<file path="src/rtl/alu_op_decode.sv">
// alu_op_decode: decode stage turning 16-bit instruction words into ALU
// control packets, with one registered output packet and HALT/exception
// sequencing. Optional statistics counters are built only when the macro
// DECODE_STATS_EN is defined; otherwise stat_* are tied to zero.
module alu_op_decode #(
    parameter int STAT_W = 16
) (
    input  logic              clk,
    input  logic              rst,
    input  logic              in_valid,
    output logic              in_ready,
    input  logic [15:0]       instr,
    input  logic              flush,
    output logic              out_valid,
    input  logic              out_ready,
    output logic [4:0]        alu_op,
    output logic              alu_sign,
    output logic              imm_sel,
    output logic [15:0]       imm,
    output logic [2:0]        rs,
    output logic [2:0]        rt,
    output logic [2:0]        rd,
    output logic              ctrl_err,
    output logic              halted,
    output logic [STAT_W-1:0] stat_retired,
    output logic [STAT_W-1:0] stat_stall
);
    localparam logic [4:0] OP_SIIC = 5'd26, OP_RTI = 5'd27, OP_NOP = 5'd28, OP_HALT = 5'd29;

    typedef struct packed {
        logic [4:0]  op;
        logic        sign;
        logic        imm_sel;
        logic [15:0] imm;
        logic [2:0]  rs;
        logic [2:0]  rt;
        logic [2:0]  rd;
        logic        err;
    } pkt_t;

    typedef enum logic [1:0] {S_RUN, S_EXC, S_HALTED} state_t;

    state_t      state, state_nx;
    pkt_t        pkt, dec;
    logic [4:0]  opc;
    logic [15:0] s5, z5, s8, z8, s11;
    logic        pending_siic, ctrl, accept, retire;

    assign opc = instr[15:11];
    assign s5  = {{11{instr[4]}}, instr[4:0]};
    assign z5  = {11'd0, instr[4:0]};
    assign s8  = {{8{instr[7]}}, instr[7:0]};
    assign z8  = {8'd0, instr[7:0]};
    assign s11 = {{5{instr[10]}}, instr[10:0]};

    // An SIIC sitting in the output register counts as already entered
    assign pending_siic = out_valid && (pkt.op == OP_SIIC);
    assign ctrl   = out_valid && (pkt.op inside {OP_HALT, OP_SIIC, OP_RTI});
    assign in_ready = !flush && (state != S_HALTED) && (!out_valid || (out_ready && !ctrl));
    assign accept = in_valid && in_ready;
    assign retire = out_valid && out_ready && !flush;

    // Combinational decode of the incoming word, including illegal-sequence squash
    always_comb begin
        dec         = '0;
        dec.op      = OP_NOP;
        dec.sign    = 1'b1;
        dec.rs      = instr[10:8];
        dec.rt      = instr[7:5];
        dec.rd      = instr[4:2];
        case (opc)
            5'b00000: dec.op = OP_HALT;
            5'b00001: dec.op = OP_NOP;
            5'b00010: dec.op = OP_SIIC;
            5'b00011: dec.op = OP_RTI;
            5'b00100: begin dec.op = 5'd21; dec.imm_sel = 1'b1; dec.imm = s11; end
            5'b00101: begin dec.op = 5'd23; dec.imm_sel = 1'b1; dec.imm = s8;  end
            5'b00110: begin dec.op = 5'd22; dec.imm_sel = 1'b1; dec.imm = s11; end
            5'b00111: begin dec.op = 5'd24; dec.imm_sel = 1'b1; dec.imm = s8;  end
            5'b01000: begin dec.op = 5'd0;  dec.imm_sel = 1'b1; dec.imm = s5;  end
            5'b01001: begin dec.op = 5'd1;  dec.imm_sel = 1'b1; dec.imm = s5;  end
            5'b01010: begin dec.op = 5'd2;  dec.imm_sel = 1'b1; dec.imm = z5; dec.sign = 1'b0; end
            5'b01011: begin dec.op = 5'd3;  dec.imm_sel = 1'b1; dec.imm = z5; dec.sign = 1'b0; end
            5'b01100: begin dec.op = 5'd16; dec.imm_sel = 1'b1; dec.imm = s8;  end
            5'b01101: begin dec.op = 5'd17; dec.imm_sel = 1'b1; dec.imm = s8;  end
            5'b01110: begin dec.op = 5'd18; dec.imm_sel = 1'b1; dec.imm = s8;  end
            5'b01111: dec.op = 5'd25;
            5'b10000: begin dec.op = 5'd8;  dec.imm_sel = 1'b1; dec.imm = s5;  end
            5'b10001: begin dec.op = 5'd9;  dec.imm_sel = 1'b1; dec.imm = s5;  end
            5'b10010: begin dec.op = 5'd20; dec.imm_sel = 1'b1; dec.imm = z8;  end
            5'b10011: begin dec.op = 5'd10; dec.imm_sel = 1'b1; dec.imm = s5;  end
            5'b10100, 5'b10101, 5'b10110, 5'b10111: begin
                dec.op      = 5'd4 + {3'd0, opc[1:0]};
                dec.imm_sel = 1'b1;
                dec.imm     = z5;
                dec.sign    = 1'b0;
            end
            5'b11000: begin dec.op = 5'd19; dec.imm_sel = 1'b1; dec.imm = s8;  end
            5'b11001: dec.op = 5'd11;
            5'b11010: begin dec.op = 5'd4 + {3'd0, instr[1:0]}; dec.sign = 1'b0; end
            5'b11011: begin
                dec.op   = {3'd0, instr[1:0]};
                dec.sign = !instr[1];
            end
            5'b11100: dec.op = 5'd12;
            5'b11101: dec.op = 5'd13;
            5'b11110: dec.op = 5'd14;
            default:  begin dec.op = 5'd15; dec.sign = 1'b0; end
        endcase
        if (dec.op == OP_SIIC && (state == S_EXC || pending_siic)) begin
            dec.op  = OP_NOP;
            dec.err = 1'b1;
        end
        if (dec.op == OP_RTI && state == S_RUN && !pending_siic) begin
            dec.op  = OP_NOP;
            dec.err = 1'b1;
        end
    end

    // Single output register: flush beats accept, accept beats plain retire
    always_ff @(posedge clk) begin
        if (rst) begin
            out_valid <= 1'b0;
            pkt       <= '{op: OP_NOP, default: '0};
        end else if (flush) begin
            out_valid <= 1'b0;
        end else if (accept) begin
            out_valid <= 1'b1;
            pkt       <= dec;
        end else if (retire) begin
            out_valid <= 1'b0;
        end
    end

    // Control-state register
    always_ff @(posedge clk) begin
        if (rst) state <= S_RUN;
        else     state <= state_nx;
    end

    // Control-state transitions, only on retire
    always_comb begin
        state_nx = state;
        if (retire) begin
            case (state)
                S_RUN: begin
                    if (pkt.op == OP_HALT)      state_nx = S_HALTED;
                    else if (pkt.op == OP_SIIC) state_nx = S_EXC;
                end
                S_EXC: begin
                    if (pkt.op == OP_HALT)      state_nx = S_HALTED;
                    else if (pkt.op == OP_RTI)  state_nx = S_RUN;
                end
                default: state_nx = state;
            endcase
        end
    end

`ifdef DECODE_STATS_EN
    logic [STAT_W-1:0] retired_q, stall_q;

    // Free-running wrap-around retire and stall counters
    always_ff @(posedge clk) begin
        if (rst) begin
            retired_q <= '0;
            stall_q   <= '0;
        end else begin
            if (retire)               retired_q <= retired_q + 1'b1;
            if (in_valid && !in_ready) stall_q  <= stall_q + 1'b1;
        end
    end

    assign stat_retired = retired_q;
    assign stat_stall   = stall_q;
`else
    assign stat_retired = '0;
    assign stat_stall   = '0;
`endif

    assign alu_op   = pkt.op;
    assign alu_sign = pkt.sign;
    assign imm_sel  = pkt.imm_sel;
    assign imm      = pkt.imm;
    assign rs       = pkt.rs;
    assign rt       = pkt.rt;
    assign rd       = pkt.rd;
    assign ctrl_err = pkt.err;
    assign halted   = (state == S_HALTED);
endmodule

</file>
<file path="config.mk">
export PLATFORM = sky130hd
export DESIGN_NAME = alu_op_decode
export DESIGN_NICKNAME = d
export VERILOG_FILES = /design/src/rtl/alu_op_decode.sv
export SDC_FILE = /design/constraint.sdc
export NUM_CORES = 1
export LEC_CHECK = 0
export ABC_CLOCK_PERIOD_IN_PS = 1550
export CORE_ASPECT_RATIO = 0.6
export CORE_MARGIN = 4
export CORE_UTILIZATION = 39
export CTS_BUF_LIST = sky130_fd_sc_hd__clkbuf_2 sky130_fd_sc_hd__clkbuf_4 sky130_fd_sc_hd__clkbuf_8
export DETAILED_ROUTE_END_ITERATION = 12
export GPL_TIMING_DRIVEN = 0
export HOLD_SLACK_MARGIN = 0.15
export PLACE_DENSITY = 0.78
export SETUP_SLACK_MARGIN = 0.2
export SLEW_MARGIN = 30
export SYNTH_ARGS = -nofsm -noshare
export SYNTH_HDL_FRONTEND = slang
export SYNTH_SLANG_ARGS = --single-unit
</file>
<file path="constraint.sdc">
create_clock -name clk -period 1.55 [get_ports clk]
set_clock_uncertainty 0.15 [all_clocks]
set_input_delay 0.2325 -clock clk [delete_from_list [all_inputs] [get_ports clk]]
set_output_delay 0.2325 -clock clk [all_outputs]
set_load 0.05 [all_outputs]
</file>
==> results.toml <==
[cells_and_area]
drive_gt1_share_pct = 50.94
final_common_cell = "buf_4"
seqCellArea_sq_um = 651.9
filler_cell_count = 388
nets = 391
multi_input_area_sq_mm = 0.001388
diodes = 0
finalCoreUtilization_pct = 69.35
area_growth_pct = 67.35
layout_common_cells = "buf_4, conb_1, buf_2"

[sta]
max_freq_mhz = 514.4
worstMarginPinSlew_ns = 0.7031
rsz0062_at_grt = "true"
hold_viol = 0
whs_ns = 0.2982
min_period_over_period_pct = 125.4
min_period_ns = 1.944
setup_viol = 32
drv_slew = 0
setup_ws_ns = -0.3942
maxSlewHeadroom_pct = 53.13

[clock_network]
cts_buffers = 5
cts.sinks = 31
ctsLongestPathBuffers = 2
cts_tree = "done"
clk_pin_slew_worst_paths_ns = 0.07
h-tree-depth = 2
hold_buffers = 0
cts-root-buf = "clkbuf_8"
clk-insertion-delay-late_ns = 0.29

[logic_synthesis]
ys_ff_latch = 31
synth-main-ff-cell = "dfxtp_1"
synth.cell_area_sq_mm = 0.001951
avgSynthCellArea_sq_um = 7.590
synthCells = 257
ys_types = 45
synth_largest_area_cell = "dfxtp_1"
yosysSeqAreaShare_pct = 31.82
async_flop_share_pct = 0
synth-edff-count = 0
netlist.area_leader.share_pct = 31.82
synth_warnings = 0
synth_area_leaders = "dfxtp_1, buf_4, nand2_1"

[run]
cap_violations = 0

[floorplanning]
dieArea_sq_mm = 0.006234
die_x_microns = 99.30
num_rows = 19
die_h_microns = 62.78
initial_utilization_pct = 41.44
coreArea_sq_mm = 0.004707
io_pins = 89

[power_and_ir_drop]
power_leakage_uw = 0.001472
power.switching_uw = 922.0
sw_frac_of_total_pct = 35.82
pwr-share-comb_pct = 34.3
clock_power_share_pct = 32.3
ir_worst_vdd_mv = 0.5118
powerDensity_mw_per_mm2 = 788.6
p_int_uw = 1652
pwr-share-seq_pct = 33.4

[critical_path]
end_kind = "primary output"
path_class = "register to primary output"
cp-start-kind = "register"
arrival_ns = 1.56
cp_max_fo = 5
cp.required_ns = 1.17

[placed_design]
place.gp.congestion = 0.9441
dpl.hpwl_microns = 4471
port_buffers = 54

[worst_hold_path]
hold_path.class = "register to register"

[global_routing]
grt_overflow = 0
antenna_found_initial = 0
track_usage_pct = 19.37
grt_pass1_vias = 1974
grt_max_degree = 11
grt_pass1_wl_microns = 9873

[routing]
avgRoutedWirePerCell_microns = 15.07
drc_errors = 0
first_pass_iters = 4
viasPerCell = 4.968
antenna_left = 0
vias = 2156
routed_wl_microns = 6539
drt_iter0_markers = 174

[status]
violations = "setup timing"
status = "finished, violations left"
==> metrics by stage <==
stage | power (uW) | setup WS (ns) | cells | TNS, ns | instance area (sq um)
2_1_floorplan | 1445 | -0.5499 | 288 | -12.55 | 2141
3_3_place_gp | 1631 | -1.071 | 405 | -26.57 | 2760
3_5_place_dp | 1641 | -1.123 | 405 | -29.24 | 2760
4_1_cts | 2505 | -0.3883 | 430 | -8.979 | 3044
5_1_grt | 2680 | -0.4524 | 434 | -11.10 | 3264
6_report | 2574 | -0.3942 | 434 | -8.661 | 3264
==> logic make-up (layout without fill, tap and decap cells) <==
kind of cell / count (synthesis) / after routing / synth area share [%]
AOI/OAI and AO/OA: 71 / 71 / 22.45
xor gates and xnor gates: 2 / 2 / 0.8982
buffers and inverters: 56 / 139 / 18.92
DFF: 31 / 31 / 31.82
muxes: 1 / 1 / 0.5773
other: 1 / 32 / 0.1922
and+or+nand+nor: 95 / 95 / 25.14
==> synthesized netlist by cell type (2+ instances only) <==
| library cell | count |
|---|---|
| buf_4 | 39 |
| nand2_1 | 35 |
| dfxtp_1 | 31 |
| a21oi_1 | 26 |
| nor2_1 | 22 |
| o21ai_0 | 21 |
| buf_2 | 9 |
| nor2b_1 | 7 |
| nor3_1 | 6 |
| a22oi_1 | 5 |
| nand3b_1 | 5 |
| clkbuf_1 | 4 |
| nand3_1 | 4 |
| a211oi_1 | 3 |
| inv_1 | 3 |
| nand2b_1 | 3 |
| a2bb2oi_1 | 2 |
| a31oi_1 | 2 |
| and3_1 | 2 |
| nor3b_1 | 2 |
| xor2_1 | 2 |
==> path summary, 6_finish.rpt <==
kind,slack (ns),depth (start not counted),to,from
setup / recovery,-0.39,5,in_ready,alu_op[1]
hold / removal,0.30,2,imm[9],imm[9]
hold reg to reg,0.30,2,imm[9],imm[9]
setup reg to reg,-0.34,8,imm[3],alu_op[1]
==> flip-flops by register name (all words and copies together), names as in the netlist <==
register	count
imm_sel	1
imm	11
ctrl_err	1
rs	3
alu_sign	1
rd	3
state	2
rt	3
alu_op	5
out_valid	1
==> area by class of cell <==
type,count,share of cell area (%)
Buffer,53,12.61
Clock buffer,6,2.530
Clock inverter,2,1.073
Inverter,3,0.3450
Multi-Input combinational cell,201,42.51
Sequential cell,31,19.97
Tap cell,63,2.415
Timing Repair Buffer,75,18.55
==> power by group through the flow <==
stage / clock network (uW) / logic (uW) / registers [uW]
final: 832 / 883 / 860
after global routing: 882 / 933 / 865
after CTS: 838 / 814 / 853
after detailed placement: 0 / 767 / 874
after global placement: 0 / 759 / 872
after floorplan: 0 / 455 / 989
==> routing by layer <==
| layer | track usage (%) | vias up | routed length [microns] | share of wire [%] |
|---|---|---|---|---|
| li1 | - | 1050 | - | - |
| met1 | 26.41 | 1004 | 2742 | 42 |
| met2 | 29.85 | 92 | 3164 | 48 |
| met3 | 6.355 | 10 | 572 | 8.7 |
| met4 | 3.918 | 0 | 59 | 0.90 |
| met5 | 0 | - | 0 | 0 |
==> worst max-delay path: stages, from the launching register on <==
cell and delay [ns]:
dfxtp_4 0.37, nand3b_1 0.21, a311oi_4 0.30, buf_4 0.18
nor3_4 0.05, buf_6 0.16
==> repair_timing <==
action / in CTS / in global routing
pin swaps: 15 / 24
setup buffers: 16 / 3
resized for setup: 251 / 48
endpoints found under the setup margin: 66 / 37
gates cloned: 1 / 1
hold endpoints to repair: 0 / 0
Power figures use the tool's default switching activity.
